`src/rtl/fetch_pkg.sv`:
```
// Shared constants and types for the instruction fetch front end.
package fetch_pkg;

    localparam int unsigned ADDRESS_WIDTH     = 64;
    localparam int unsigned INSTRUCTION_WIDTH = 32;
    localparam int unsigned PC_INCREMENT      = 4;

    typedef enum logic [1:0] {
        BOOT  = 2'd0,
        RUN   = 2'd1,
        FLUSH = 2'd2
    } fetch_state_t;

    // Prefetch queue entry: PC in the upper bits, instruction in the lower bits.
    typedef struct packed {
        logic [ADDRESS_WIDTH-1:0]     pc;
        logic [INSTRUCTION_WIDTH-1:0] instruction;
    } queue_entry_t;

endpackage

```
`src/rtl/fetch_queue.sv`:
```
// Synchronous prefetch FIFO; clear wins over push, push on a full queue is legal only with a pop.
module fetch_queue
#(
    parameter int unsigned WIDTH = 96,
    parameter int unsigned DEPTH = 4
)
(
    input  logic                     clock,
    input  logic                     reset,
    input  logic                     clear,
    input  logic                     push,
    input  logic [WIDTH-1:0]         push_data,
    input  logic                     pop,
    output logic [WIDTH-1:0]         head,
    output logic [$clog2(DEPTH):0]   count,
    output logic                     full,
    output logic                     empty
);

    localparam int unsigned PW = $clog2(DEPTH);

    logic [WIDTH-1:0] storage [DEPTH];
    logic [PW-1:0]    read_ptr;
    logic [PW-1:0]    write_ptr;
    logic             do_push;
    logic             do_pop;

    assign empty   = (count == '0);
    assign full    = (count == (PW+1)'(DEPTH));
    assign do_pop  = pop && !empty;
    assign do_push = push && (!full || do_pop);
    assign head    = storage[read_ptr];

    always_ff @(posedge clock) begin
        if (!reset || clear) begin
            read_ptr  <= '0;
            write_ptr <= '0;
            count     <= '0;
        end else begin
            if (do_push) begin
                write_ptr <= write_ptr + PW'(1);
            end
            if (do_pop) begin
                read_ptr <= read_ptr + PW'(1);
            end
            count <= count + (PW+1)'(do_push) - (PW+1)'(do_pop);
        end
    end

    always_ff @(posedge clock) begin
        if (do_push && !clear) begin
            storage[write_ptr] <= push_data;
        end
    end

endmodule

```
`src/rtl/instruction_fetch_unit.sv`:
```
// Sequential fetch front end: owns the PC, issues credited memory reads, queues returned
// instructions with their PC, and discards stale responses after a taken-branch redirect.
module instruction_fetch_unit
#(
    parameter int unsigned                          ADDRESS_WIDTH     = fetch_pkg::ADDRESS_WIDTH,
    parameter int unsigned                          INSTRUCTION_WIDTH = fetch_pkg::INSTRUCTION_WIDTH,
    parameter int unsigned                          QUEUE_DEPTH       = 4,
    parameter logic [ADDRESS_WIDTH-1:0]             RESET_VECTOR      = '0
)
(
    input  logic                         clock,
    input  logic                         reset,
    input  logic                         redirect_valid,
    input  logic [ADDRESS_WIDTH-1:0]     redirect_address,
    output logic                         imem_request_valid,
    input  logic                         imem_request_ready,
    output logic [ADDRESS_WIDTH-1:0]     imem_request_address,
    input  logic                         imem_response_valid,
    input  logic [INSTRUCTION_WIDTH-1:0] imem_response_data,
    output logic                         instruction_valid,
    input  logic                         instruction_ready,
    output logic [INSTRUCTION_WIDTH-1:0] instruction,
    output logic [ADDRESS_WIDTH-1:0]     instruction_pc
);

    import fetch_pkg::*;

    localparam int unsigned CW = $clog2(QUEUE_DEPTH) + 1;
    localparam int unsigned EW = ADDRESS_WIDTH + INSTRUCTION_WIDTH;

    fetch_state_t             state;
    fetch_state_t             state_next;
    logic [ADDRESS_WIDTH-1:0] fetch_pc;
    logic [ADDRESS_WIDTH-1:0] fetch_pc_next;
    logic [ADDRESS_WIDTH-1:0] response_pc;
    logic [ADDRESS_WIDTH-1:0] response_pc_next;
    logic [ADDRESS_WIDTH-1:0] held_address;
    logic [ADDRESS_WIDTH-1:0] target;
    logic                     held;
    logic                     held_next;
    logic [CW-1:0]            outstanding;
    logic [CW-1:0]            outstanding_next;
    logic [CW-1:0]            drop_count;
    logic [CW-1:0]            drop_next;
    logic [CW-1:0]            queue_count;
    logic                     queue_full;
    logic                     queue_empty;
    logic [EW-1:0]            queue_head;
    logic                     redirect;
    logic                     credit_ok;
    logic                     request_fire;
    logic                     response_fire;
    logic                     push;
    logic                     pop;

    assign redirect      = redirect_valid && (state != BOOT);
    assign target        = redirect_address & ~(ADDRESS_WIDTH'(3));
    assign credit_ok     = ({1'b0, outstanding} + {1'b0, queue_count}) < (CW+1)'(QUEUE_DEPTH);

    // A shown-but-unaccepted request keeps its address even after a redirect moves fetch_pc.
    assign imem_request_valid   = held || ((state == RUN) && credit_ok);
    assign imem_request_address = held ? held_address : fetch_pc;

    assign request_fire     = imem_request_valid && imem_request_ready;
    assign response_fire    = imem_response_valid && (outstanding != '0);
    assign held_next        = imem_request_valid && !imem_request_ready;
    assign outstanding_next = outstanding + CW'(request_fire) - CW'(response_fire);
    assign push             = response_fire && (state == RUN) && !redirect;
    assign pop              = instruction_valid && instruction_ready;

    assign instruction_valid = !queue_empty;
    assign instruction       = queue_empty ? '0 : queue_head[INSTRUCTION_WIDTH-1:0];
    assign instruction_pc    = queue_empty ? '0 : queue_head[EW-1:INSTRUCTION_WIDTH];

    always_comb begin
        state_next       = state;
        drop_next        = drop_count;
        fetch_pc_next    = fetch_pc;
        response_pc_next = response_pc;
        unique case (state)
            BOOT: state_next = RUN;
            RUN: begin
                if (request_fire) begin
                    fetch_pc_next = fetch_pc + ADDRESS_WIDTH'(PC_INCREMENT);
                end
                if (push) begin
                    response_pc_next = response_pc + ADDRESS_WIDTH'(PC_INCREMENT);
                end
            end
            FLUSH: begin
                if (response_fire) begin
                    drop_next = drop_count - CW'(1);
                end
                if (drop_next == '0) begin
                    state_next = RUN;
                end
            end
            default: state_next = BOOT;
        endcase
        // A still-held request is already doomed, so it is counted as a response to drop.
        if (redirect) begin
            drop_next        = outstanding_next + CW'(held_next);
            fetch_pc_next    = target;
            response_pc_next = target;
            state_next       = (drop_next != '0) ? FLUSH : RUN;
        end
    end

    always_ff @(posedge clock) begin
        if (!reset) begin
            state        <= BOOT;
            fetch_pc     <= RESET_VECTOR;
            response_pc  <= RESET_VECTOR;
            outstanding  <= '0;
            drop_count   <= '0;
            held         <= 1'b0;
            held_address <= '0;
        end else begin
            state        <= state_next;
            fetch_pc     <= fetch_pc_next;
            response_pc  <= response_pc_next;
            outstanding  <= outstanding_next;
            drop_count   <= drop_next;
            held         <= held_next;
            held_address <= imem_request_address;
        end
    end

    fetch_queue #(
        .WIDTH (EW),
        .DEPTH (QUEUE_DEPTH)
    ) queue (
        .clock     (clock),
        .reset     (reset),
        .clear     (redirect),
        .push      (push),
        .push_data ({response_pc, imem_response_data}),
        .pop       (pop),
        .head      (queue_head),
        .count     (queue_count),
        .full      (queue_full),
        .empty     (queue_empty)
    );

    response_has_request: assert property (@(posedge clock) disable iff (!reset)
        imem_response_valid |-> (outstanding != '0));

    push_has_slot: assert property (@(posedge clock) disable iff (!reset)
        push |-> (!queue_full || pop));

endmodule

```
`config.mk`:
```
export PLATFORM = sky130hd
export DESIGN_NAME = instruction_fetch_unit
export DESIGN_NICKNAME = d
export VERILOG_FILES = /design/src/rtl/fetch_pkg.sv /design/src/rtl/fetch_queue.sv /design/src/rtl/instruction_fetch_unit.sv
export SDC_FILE = /design/constraint.sdc
export NUM_CORES = 1
export LEC_CHECK = 0
export CAP_MARGIN = 20
export CORE_UTILIZATION = 40
export DETAILED_ROUTE_END_ITERATION = 6
export GPL_TIMING_DRIVEN = 0
export PLACE_DENSITY = 0.57
export SYNTH_ARGS = -nofsm -noshare
export SYNTH_HDL_FRONTEND = slang
export SYNTH_SLANG_ARGS = --single-unit
```
`constraint.sdc`:
```
create_clock -name clock -period 6.7 [get_ports clock]
set_input_delay 0.67 -clock clock [delete_from_list [all_inputs] [get_ports clock]]
set_output_delay 0.67 -clock clock [all_outputs]
set_load 0.1 [all_outputs]
```
==> results of run 1 <==
[kinds of logic after synthesis]
logic type / count (synthesis) / share of synthesized area
DFF: 582 / 0.601
muxes: 149 / 0.107
and+or+nand+nor: 726 / 0.157
adders and majority gates: 17 / 0.00889
AOI/OAI and AO/OA: 333 / 0.0896
xor gates and xnor gates: 29 / 0.0104
buffers and inverters: 166 / 0.0255
other: 1 / 0.000146
[cells in the final DEF (no fill, tap or decap), types with 32 or more instances in the layout]
| master | n |
|---|---|
| sky130_fd_sc_hd__nand4_1 | 63 |
| sky130_fd_sc_hd__nand2_1 | 128 |
| sky130_fd_sc_hd__clkbuf_1 | 110 |
| sky130_fd_sc_hd__nor2_1 | 82 |
| sky130_fd_sc_hd__mux2_2 | 51 |
| sky130_fd_sc_hd__nor4_1 | 32 |
| sky130_fd_sc_hd__nand3_1 | 66 |
| sky130_fd_sc_hd__mux4_2 | 94 |
| sky130_fd_sc_hd__nor3_1 | 45 |
| sky130_fd_sc_hd__clkdlybuf4s50_1 | 256 |
| sky130_fd_sc_hd__dfxtp_1 | 206 |
| sky130_fd_sc_hd__o21ai_0 | 76 |
| sky130_fd_sc_hd__a21oi_1 | 40 |
| sky130_fd_sc_hd__edfxtp_1 | 376 |
| sky130_fd_sc_hd__clkbuf_16 | 66 |
| sky130_fd_sc_hd__and2_1 | 181 |
| sky130_fd_sc_hd__a31oi_1 | 38 |
[metrics by stage]
stage	cell area [µm²]	setup slack [ns]
finish	31600	1.48
floorplan	25600	2.24
detailed placement	29400	1.93
CTS	31600	1.26
global placement	29300	-0.234
global route	31600	1.16
[power by group through the flow]
stage / Sequential [mW] / Clock, mW / Combinational (mW)
after floorplan: 4.70 / 0 / 5.00
after global placement: 4.89 / 0 / 6.86
after detailed placement: 4.90 / 0 / 6.90
after CTS: 4.82 / 3.71 / 6.92
after global routing: 4.90 / 3.84 / 7.19
final: 4.84 / 3.63 / 6.89
[routing by layer]
| layer | vias to the layer above | wire length, µm |
|---|---|---|
| met5 | - | 14 |
| met4 | 2 | 3340 |
| met3 | 161 | 5570 |
| met2 | 758 | 41200 |
| met1 | 9481 | 36400 |
| li1 | 8466 | - |
[final timing paths]
check / slack [ns] / cells past startpoint / to
worst max-delay path: 1.48 / 6 / instruction_pc[12]
worst min register to register: 0.47 / 2 / drop_count[1]$_SDFFE_PN0P_
worst max register to register: 2.79 / 9 / fetch_pc[14]$_SDFFE_PN0P_
worst min-delay path: 0.47 / 2 / drop_count[1]$_SDFFE_PN0P_
[worst reg2reg max path, cell delays in order (launching register included)]
cell and delay, ns:
sky130_fd_sc_hd__dfxtp_1 0.38, sky130_fd_sc_hd__ha_1 0.31, sky130_fd_sc_hd__nand3_1 0.06, sky130_fd_sc_hd__a31oi_1 0.51, sky130_fd_sc_hd__inv_2 0.32, sky130_fd_sc_hd__a21oi_1 0.44, sky130_fd_sc_hd__clkbuf_1 0.70, sky130_fd_sc_hd__buf_1 0.71
sky130_fd_sc_hd__o21ai_0 0.23, sky130_fd_sc_hd__a21oi_1 0.18
[area by class of cell]
class | instances | area [µm²] | area share
Antenna cell | 2 | 5.00 | 0.000158
Buffer | 134 | 533 | 0.0169
Clock buffer | 78 | 1760 | 0.0556
Clock inverter | 41 | 409 | 0.0129
Inverter | 32 | 120 | 0.00380
Multi-Input combinational cell | 1256 | 9580 | 0.303
Sequential cell | 582 | 15400 | 0.487
Tap cell | 846 | 1060 | 0.0335
Timing Repair Buffer | 265 | 2740 | 0.0867
[sequential cells by signal, summed over array words and instances, names as in the netlist, named ones only]
register,flops
queue.count,3
held_address,64
response_pc,62
held,1
state,2
queue.storage,376
queue.write_ptr,2
fetch_pc,62
drop_count,3
queue.read_ptr,2
outstanding,3
==> results.md, run 1 <==
- Pwr per Cell Area: between 400 and 500 nW/µm²
- Origin of the worst min-delay path: drop_count[1]$_SDFFE_PN0P_
- Most frequent cell after synthesis: sky130_fd_sc_hd__edfxtp_1
- Number of rows created at floorplan: 92
- Part of the power in combinational logic: 0.449
- Total wire length: around 86000 µm
- CTS H-tree depth: 3
- Via count of the first global-routing pass: approximately 19000
- Final hold viol count: 0
- TritonCTS clock tree: built
- Synth area leader: sky130_fd_sc_hd__edfxtp_1
- Height of the die: about 260 µm
- Cts bufs inserted: 66
- Met2 track demand over resource in global routing: 0.437
- DPL Wire Length: a little over 60000 µm
- WS Path Type: reg -> out
- Shortest period the worst path allows: around 5.2 ns
- Top cells by count, synth: 376 x sky130_fd_sc_hd__edfxtp_1, 206 x sky130_fd_sc_hd__dfxtp_1, 185 x sky130_fd_sc_hd__and2_1, 128 x sky130_fd_sc_hd__nand2_1, 104 x sky130_fd_sc_hd__clkbuf_1
- Type of the tightest min-delay check: reg -> reg
- Reported max-cap violation count: 0
- Via count normalized by instance count: about 5.8
- Gate count of the mapped netlist: between 2000 and 2500
- Starting utilization of the core area: 0.406
- List of cells traversed by the critical path: clkbuf_1, clkbuf_1, buf_1, mux4_2, and2_1, clkdlybuf4s50_1
- Average size of a mapped cell: about 13 µm²
- Area growth from synthesis to layout: 23.4%
- Ratio of cells with drive above 1 in the final layout: 0.122
- Buffers and inverters on the worst path: 4
- Horizontal extent of the die: 255 µm
- Routability congestion estimate: 0.961
- Net switching power: approximately 7.1 mW
- Worst path required time: about 6 ns
- Nets: around 2500
- Total of cells resized after clock tree synthesis: 0
- Number of top-level design ports: ~260
- WL/cell: ~27 µm
- Endpoint class of the critical path: primary output
- Post-synth top flop: sky130_fd_sc_hd__edfxtp_1
- Distinct cell type count of the synthesized netlist: 83
- Sequential power share: 0.315
- Endpoints failing setup: 0
- Leakage: between 10 and 15 nW
- Cell area after synthesis: ~26000 µm²
- Seq/Total Area, Yosys: 0.601
- Fraction of the cycle the final worst path needs: 0.780
- Clock edge transition at the registers on the reported setup and hold paths: 0.06 ns
- Worst-skew pair later-pin latency: between 0.6 and 0.7 ns
- Core occupancy in the finished layout: 0.500
- Global route hottest layer: met2
- Crit path arrival time: approximately 4.6 ns
- Maximum number of pins on one net before global-route repair: 49
- First-pass GRT wire length: between 100000 and 150000 µm
- Quantity of I/O buffers inserted on ports: roughly 260
- Met1 Usage GRT: 0.354
- Post-CTS setup buffer count: 0
- Result of the run: finished clean
- Longest Clk Path Bufs: 3
- Fin Setup TNS: 0 ns
- Share of the synthesized area in the top cell type: 0.441
- Remaining antenna violation count: 0
- TritonCTS Sinks: 582
- Setup repair after global routing missed its margin: no
- Drt drc: 0
- Crit path largest cell delay: approximately 0.96 ns
- Iteration count of the initial detailed-routing pass: 5
- Final Instance Count excl. Fillers: around 3200
- Tightest slew margin relative to the limit: 0.216
- Global-route usage over all layers: 0.267
- Clk pwr share: 0.236
- Async set-reset flop share out of synthesis: 0
- Maximum vdd drop: ~260 µV
- Max Slew Vio Count: 0
- Count of placed standard cells including taps: just over 3000
- Total power: roughly 15 mW
- Synthesis warning total: 0
- Count of state elements after synthesis: between 500 and 600
- Global Route met3 Usage: 0.0404
- Number of flops mapped to enable cells by yosys: roughly 380
- Reg-to-reg critical path startpoint: outstanding[1]$_SDFF_PN0_
- Most frequent cell on the critical path: sky130_fd_sc_hd__clkbuf_1
- Number of hold-repair buffers added at the cts stage: 0
- Total overflow reported by the global router: 0
- Clock Skews: roughly 0.027 ns
- Maximum frequency from static timing analysis: ~190 MHz
- Fillers: around 5500
- Worst-Margin Slew: 1.18 ns
- Antenna violations before repair: 5
- Drt initial violations: about 1700
- Dominant cells by area after synthesis: sky130_fd_sc_hd__edfxtp_1 44%, sky130_fd_sc_hd__dfxtp_1 16%, sky130_fd_sc_hd__mux4_2 8.3%
- Area of the die: roughly 65000 µm²
- Category of the worst setup path launch point: flip-flop
- Worst hold-check slack: 0.472 ns
- Crit Path Max Fanout: 10
- Crit path max-delay family: buffers and inverters
- Total via count after detailed routing: approximately 19000
- Net switching share of the total power: 0.462
- Core region area: around 63000 µm²
- CTS root buffer: sky130_fd_sc_hd__clkbuf_16
- CP max stage cell: sky130_fd_sc_hd__clkdlybuf4s50_1
- Internal cell power: about 8.3 mW
No activity file was read; power rests on OpenSTA's default activity.
==> inputs of run 2 (changes only) <==
- PLACE_DENSITY: 0.57 -> 0.59
- clock period: 6.7 -> 4.65 ns (I/O delays scaled with it)
==> run 2 against run 1 <==
Net effect: clock skew increased by 0.0072 ns; clock-buffer cell count decreased by 5; register-to-register slack worse by 2.1 ns; final cell count down 0.12%; via count decreased by 0.38%; critical path depth down 1; critical path type unchanged; sequential power rose by 44%; worst setup slack worse by 1.3 ns; flip-flop and latch count stayed put; wire length shrank 1.1%.
==> results.md, run 2 (synthesis results as in run 1) <==
- Routability congestion estimate: 0.959 (was 0.961)
- Sequential power share: 0.314 (was 0.315)
- Fillers: 5509 (was 5526)
- Crit path max-delay family: buffers and inverters (unchanged)
- Worst path required time: 4.18 ns (was 6.03 ns)
- Horizontal extent of the die: 255 µm (unchanged)
- Fraction of the cycle the final worst path needs: 0.958
- Total overflow reported by the global router: 0 (unchanged)
- DPL Wire Length: 62100 µm (was 62300 µm)
- Worst-Margin Slew: 1.16 ns (was 1.18 ns)
- Most frequent cell on the critical path: sky130_fd_sc_hd__clkbuf_1 (unchanged)
- Nets: 2449 (was 2456)
- Worst hold-check slack: 0.314 ns (was 0.472 ns)
- Iteration count of the initial detailed-routing pass: 7 (was 5)
- Longest Clk Path Bufs: 3 (unchanged)
- First-pass GRT wire length: 124000 µm (was 126000 µm)
- Drt drc: 0 (unchanged)
- Crit path arrival time: 3.99 ns (was 4.55 ns)
- Drt initial violations: 1895 (was 1668)
- Category of the worst setup path launch point: flip-flop (unchanged)
- Clock Skews: 0.0339 ns (was 0.0267 ns)
- WS Path Type: reg -> out (unchanged)
- Setup repair after global routing missed its margin: no (unchanged)
- Crit path largest cell delay: 1.16 ns (was 0.96 ns)
- Register-to-register path setup slack: 0.70 ns (was 2.79 ns)
- Internal cell power: 12.1 mW (was 8.27 mW)
- Core region area: 63200 µm² (unchanged)
- Number of top-level design ports: 264 (unchanged)
- Maximum frequency from static timing analysis: ~220 MHz
- Leakage: 10.2 nW (about the same)
- Total via count after detailed routing: 18800 (was 18900)
- Global-route usage over all layers: 0.262 (was 0.267)
- Flip-flop count of the largest register, all copies and words added: 376 (unchanged)
- Result of the run: finished clean (unchanged)
- Total wire length: 85500 µm (was 86500 µm)
- Most flops, register: queue.storage (unchanged)
- Leading registers by flop count: queue.storage (376), held_address (64) (unchanged)
- Worst-skew pair later-pin latency: 0.66 ns (was 0.62 ns)
- TritonCTS Sinks: 582 (unchanged)
- Final hold viol count: 0 (unchanged)
- Area growth from synthesis to layout: 23.5% (was 23.4%)
- CP max stage cell: sky130_fd_sc_hd__clkdlybuf4s50_1 (unchanged)
- Crit Path Max Fanout: 10 (unchanged)
- Part of the power in combinational logic: 0.446 (was 0.449)
- Number of rows created at floorplan: 92 (unchanged)
- Starting utilization of the core area: 0.406 (unchanged)
- Net switching share of the total power: 0.456 (was 0.462)
- Via count normalized by instance count: 5.82 (was 5.83)
- Cts bufs inserted: 61 (was 66)
- Buffers and inverters on the worst path: 3 (was 4)
- CTS root buffer: sky130_fd_sc_hd__clkbuf_16 (unchanged)
- Reported max-cap violation count: 0 (unchanged)
- Endpoints failing setup: 0 (unchanged)
- Number of hold-repair buffers added at the cts stage: 0 (unchanged)
- Clock edge transition at the registers on the reported setup and hold paths: 0.06 ns (about the same)
- Antenna violations before repair: 2 (was 5)
- Via count of the first global-routing pass: 18400 (was 18700)
- DP Area: 29400 µm² (about the same)
- Type of the tightest min-delay check: in -> reg (was reg -> reg)
- Endpoint class of the critical path: primary output (unchanged)
- Cell area after layout: 31600 µm² (about the same)
- Leading cell type in the layout, fill and taps excluded: sky130_fd_sc_hd__edfxtp_1 (unchanged)
- TritonCTS clock tree: built (unchanged)
- Quantity of I/O buffers inserted on ports: 256 (unchanged)
- Tightest slew margin relative to the limit: 0.227 (was 0.216)
- CTS H-tree depth: 2 (was 3)
- Height of the die: 255 µm (unchanged)
- Remaining antenna violation count: 0 (unchanged)
- Area of the die: 65100 µm² (unchanged)
- Max Slew Vio Count: 0 (unchanged)
- Commonest cells after routing, fill and taps aside: 376 x sky130_fd_sc_hd__edfxtp_1, 255 x sky130_fd_sc_hd__clkdlybuf4s50_1, 206 x sky130_fd_sc_hd__dfxtp_1 (was 376 x sky130_fd_sc_hd__edfxtp_1, 256 x sky130_fd_sc_hd__clkdlybuf4s50_1, 206 x sky130_fd_sc_hd__dfxtp_1)
- Net switching power: 10.1 mW (was 7.09 mW)
- List of cells traversed by the critical path: clkbuf_1, clkbuf_1, mux4_2, and2_1, clkdlybuf4s50_1 (was clkbuf_1, clkbuf_1, buf_1, mux4_2, and2_1, clkdlybuf4s50_1)
- Pwr per Cell Area: 701 nW/µm² (was 486 nW/µm²)
- Maximum number of pins on one net before global-route repair: 51 (was 49)
- WL/cell: 26.5 µm (was 26.7 µm)
- Clk pwr share: 0.241 (was 0.236)
- Ratio of cells with drive above 1 in the final layout: 0.123 (was 0.122)
- Fin Setup TNS: 0 ns (unchanged)
- Total power: 22.2 mW (was 15.4 mW)
- Maximum vdd drop: 530 µV (was 263 µV)
- Shortest period the worst path allows: 4.45 ns
==> run 2: layout make-up <==
cell class | count | area, µm² | share of cell area
diodes | 3 | 7.51 | 0.000237
plain buffers | 134 | 581 | 0.0183
clock buffers | 73 | 1580 | 0.0500
clock inverters | 43 | 618 | 0.0195
inverters | 32 | 120 | 0.00380
multi-input cells | 1256 | 9580 | 0.303
flip-flops and latches | 582 | 15400 | 0.487
well taps | 846 | 1060 | 0.0334
repair buffers | 263 | 2690 | 0.0849
==> run 2: worst register-to-register path, cell delays in order, from the launching register on <==
cell and delay (ns):
sky130_fd_sc_hd__dfxtp_1 0.38, sky130_fd_sc_hd__ha_1 0.30, sky130_fd_sc_hd__nand3_1 0.08, sky130_fd_sc_hd__a31oi_1 0.55, sky130_fd_sc_hd__inv_2 0.32, sky130_fd_sc_hd__a21oi_1 0.45
sky130_fd_sc_hd__clkbuf_1 0.67, sky130_fd_sc_hd__clkbuf_1 0.72, sky130_fd_sc_hd__a22oi_1 0.16, sky130_fd_sc_hd__o211ai_1 0.21
==> run 2: metrics by stage <==
stage	worst slack, ns	utilization	std cells
after floorplan	0.398	-	2004
after global placement	-2.13	0.463	3106
after detailed placement	0.243	0.465	3113
after CTS	0.0718	0.501	3229
after global routing	0.0296	0.501	3230
final	0.195	0.501	3232
==> run 2: path summary, 6_finish.rpt <==
| check | from | end | cells after the start |
|---|---|---|---|
| worst min register to register | drop_count[1]$_SDFFE_PN0P_ | drop_count[1]$_SDFFE_PN0P_ | 2 |
| worst min-delay path | redirect_valid | state[1]$_SDFFE_PN0P_ | 3 |
| worst max register to register | queue.count[1]$_SDFF_PP0_ | fetch_pc[59]$_SDFFE_PN0P_ | 9 |
| worst max-delay path | flip-flop | instruction_pc[3] | 5 |
==> run 2: repair_timing <==
item / 4_1_cts / 5_1_grt
endpoints found under the setup margin: 60 / 0
hold endpoints to repair: 0 / 0
resized for setup: 15 / 0
setup buffers: 0 / 0
==> run 2: routing by layer <==
| layer | vias to the layer above | share of wire | GRT usage |
|---|---|---|---|
| li1 | 8450 | - | - |
| met1 | 9426 | 0.43 | 0.352 |
| met2 | 744 | 0.47 | 0.423 |
| met3 | 177 | 0.061 | 0.0423 |
| met4 | 0 | 0.041 | 0.103 |
| met5 | - | 0 | 0 |
==> run 2: power groups by stage <==
| stage | registers, mW | clock network (mW) | logic, mW |
|---|---|---|---|
| 2_1_floorplan | 6.77 | 0 | 7.21 |
| 3_3_place_gp | 7.05 | 0 | 9.85 |
| 3_5_place_dp | 7.06 | 0 | 9.89 |
| 4_1_cts | 6.95 | 5.43 | 9.92 |
| 5_1_grt | 7.04 | 5.62 | 10.3 |
| 6_report | 6.96 | 5.34 | 9.89 |
==> inputs of run 3 (changes only) <==
- GPL_ROUTABILITY_DRIVEN: not set -> 0
==> run 3 against run 2 <==
Net effect: clock power is 5.6% lower; combinational power is 0.7% lower; final cell count hardly changed; register-to-register slack better by 0.03 ns; global-route usage is 1.8 points lower; clock skew is 0.0076 ns lower; wire length is 6.9% lower; sequential power hardly changed; first-iteration DRC count is 16% higher; via count is 0.59% higher; fmax is 0.75% lower; final area is 0.23% lower.
==> results.md, run 3 (synthesis results as in run 1) <==
- Most flops, register: queue.storage (unchanged)
- Horizontal extent of the die: 255 µm (unchanged)
- Ratio of cells with drive above 1 in the final layout: 0.121 (was 0.123)
- Maximum frequency from static timing analysis: 223 MHz (was 224 MHz)
- Total power: 21.8 mW (was 22.2 mW)
- Maximum number of pins on one net before global-route repair: 54 (was 51)
- Type of the tightest min-delay check: in -> reg (unchanged)
- Total overflow reported by the global router: 0 (unchanged)
- Most frequent cell on the critical path: sky130_fd_sc_hd__clkbuf_1 (unchanged)
- TritonCTS Sinks: 582 (unchanged)
- Maximum vdd drop: 404 µV (was 530 µV)
- Quantity of I/O buffers inserted on ports: 256 (unchanged)
- Result of the run: finished clean (unchanged)
- Multi-input combinational cell area: 9580 µm² (about the same)
- Worst-Margin Slew: 1.19 ns (was 1.16 ns)
- Area growth from synthesis to layout: 23.2% (was 23.5%)
- Worst-skew pair later-pin latency: 0.65 ns (was 0.66 ns)
- Worst hold-check slack: 0.285 ns (was 0.314 ns)
- Cts bufs inserted: 61 (unchanged)
- Area of the die: 65100 µm² (unchanged)
- Pwr per Cell Area: 691 nW/µm² (was 701 nW/µm²)
- Fin Setup TNS: 0 ns (unchanged)
- WS Path Type: reg -> out (unchanged)
- Endpoints failing setup: 0 (unchanged)
- Via count normalized by instance count: 5.85 (was 5.82)
- Final hold viol count: 0 (unchanged)
- Crit path arrival time: 4.02 ns (was 3.99 ns)
- Max Slew Vio Count: 0 (unchanged)
- Number of hold-repair buffers added at the cts stage: 0 (unchanged)
- CP max stage cell: sky130_fd_sc_hd__clkdlybuf4s50_1 (unchanged)
- Crit path largest cell delay: 1.20 ns (was 1.16 ns)
- CTS H-tree depth: 2 (unchanged)
- Drt initial violations: 2201 (was 1895)
- Commonest cells after routing, fill and taps aside: 376 x sky130_fd_sc_hd__edfxtp_1, 252 x sky130_fd_sc_hd__clkdlybuf4s50_1, 206 x sky130_fd_sc_hd__dfxtp_1 (was 376 x sky130_fd_sc_hd__edfxtp_1, 255 x sky130_fd_sc_hd__clkdlybuf4s50_1, 206 x sky130_fd_sc_hd__dfxtp_1)
- Crit path max-delay family: buffers and inverters (unchanged)
- Total wire length: 79700 µm (was 85500 µm)
- List of cells traversed by the critical path: clkbuf_1, clkbuf_1, clkbuf_1, nand2_1, o21ai_0, clkdlybuf4s50_1 (was clkbuf_1, clkbuf_1, mux4_2, and2_1, clkdlybuf4s50_1)
- DPL Wire Length: 57000 µm (was 62100 µm)
- Final Instance Count excl. Fillers: 3234 (was 3232)
- CTS root buffer: sky130_fd_sc_hd__clkbuf_16 (unchanged)
- Category of the worst setup path launch point: flip-flop (unchanged)
- Nets: 2451 (was 2449)
- Global-route usage over all layers: 0.244 (was 0.262)
- First-pass GRT wire length: 117000 µm (was 124000 µm)
- Core region area: 63200 µm² (unchanged)
- Fraction of the cycle the final worst path needs: 0.965 (was 0.958)
- Reported max-cap violation count: 0 (unchanged)
- Endpoint class of the critical path: primary output (unchanged)
- Area taken by flip-flops and latches: 15400 µm² (unchanged)
- TritonCTS clock tree: built (unchanged)
- Shortest period the worst path allows: 4.49 ns (was 4.45 ns)
- Setup repair after global routing missed its margin: no (unchanged)
- Count of placed standard cells including taps: 3114 (was 3113)
- Starting utilization of the core area: 0.406 (unchanged)
- Total via count after detailed routing: 18900 (was 18800)
- Buffers and inverters on the worst path: 4 (was 3)
- Leakage: 10.2 nW (about the same)
- Worst path required time: 4.18 ns (about the same)
- Leading registers by flop count: queue.storage (376), held_address (64) (unchanged)
- Crit Path Max Fanout: 10 (unchanged)
- Height of the die: 255 µm (unchanged)
- Remaining antenna violation count: 0 (unchanged)
- Leading cell type in the layout, fill and taps excluded: sky130_fd_sc_hd__edfxtp_1 (unchanged)
- Longest Clk Path Bufs: 3 (unchanged)
- WL/cell: 24.6 µm (was 26.5 µm)
- Tightest slew margin relative to the limit: 0.200 (was 0.227)
- Clock edge transition at the registers on the reported setup and hold paths: 0.07 ns (was 0.06 ns)
- Antenna violations before repair: 4 (was 2)
- Clock Skews: 0.0263 ns (was 0.0339 ns)
- Via count of the first global-routing pass: 18400 (about the same)
- Number of top-level design ports: 264 (unchanged)
- Iteration count of the initial detailed-routing pass: 6 (was 7)
- Fillers: 5520 (was 5509)
- Flip-flop count of the largest register, all copies and words added: 376 (unchanged)
- Number of rows created at floorplan: 92 (unchanged)
- Drt drc: 0 (unchanged)
[run 3: tightest hold or removal path: stages]
cell,delay (ns)
sky130_fd_sc_hd__clkbuf_1,0.19
sky130_fd_sc_hd__o211ai_1,0.15
sky130_fd_sc_hd__o22ai_1,0.08
[run 3: power breakdown]
group          internal (mW)  switching [mW]
Clock                   2.96            2.08
Combinational           2.59            7.22
Sequential              6.26           0.689
Total                   11.8            9.99
[run 3: what timing repair did]
item	in CTS	in global routing
gates resized for setup	14	4
endpoints found under the setup margin	60	4
buffers inserted	0	0
[run 3: path summary, 6_finish.rpt]
path	from	to	slack [ns]	cells past startpoint
worst max register to register	queue.count[1]$_SDFF_PP0_	fetch_pc[59]$_SDFFE_PN0P_	0.73	9
worst min-delay path	redirect_valid	state[1]$_SDFFE_PN0P_	0.28	3
worst max-delay path	held$_SDFF_PN0_	imem_request_address[60]	0.16	6
worst min register to register	drop_count[1]$_SDFFE_PN0P_	drop_count[1]$_SDFFE_PN0P_	0.46	2
[run 3: metal layers]
| metal | routed length [µm] | global-route usage |
|---|---|---|
| met1 | 32500 | 0.322 |
| met2 | 35700 | 0.380 |
| met3 | 6710 | 0.0466 |
| met4 | 4780 | 0.131 |
| met5 | 24 | 0 |
[run 3: stage by stage]
step	area (µm²)	setup WS [ns]	util
3_3_place_gp	29300	-2.05	0.463
4_1_cts	31600	0.0286	0.499
2_1_floorplan	25600	0.398	-
6_report	31600	0.161	0.500
5_1_grt	31600	0.00168	0.500
3_5_place_dp	29400	0.215	0.466
[run 3: final cells by class]
type                    count  share of cell area
clock buffers              81              0.0514
flip-flops and latches    582               0.488
plain buffers             134              0.0184
well taps                 846              0.0335
clock inverters            35              0.0142
multi-input cells        1256               0.303
inverters                  32             0.00380
repair buffers            265              0.0871
diodes                      3            0.000238
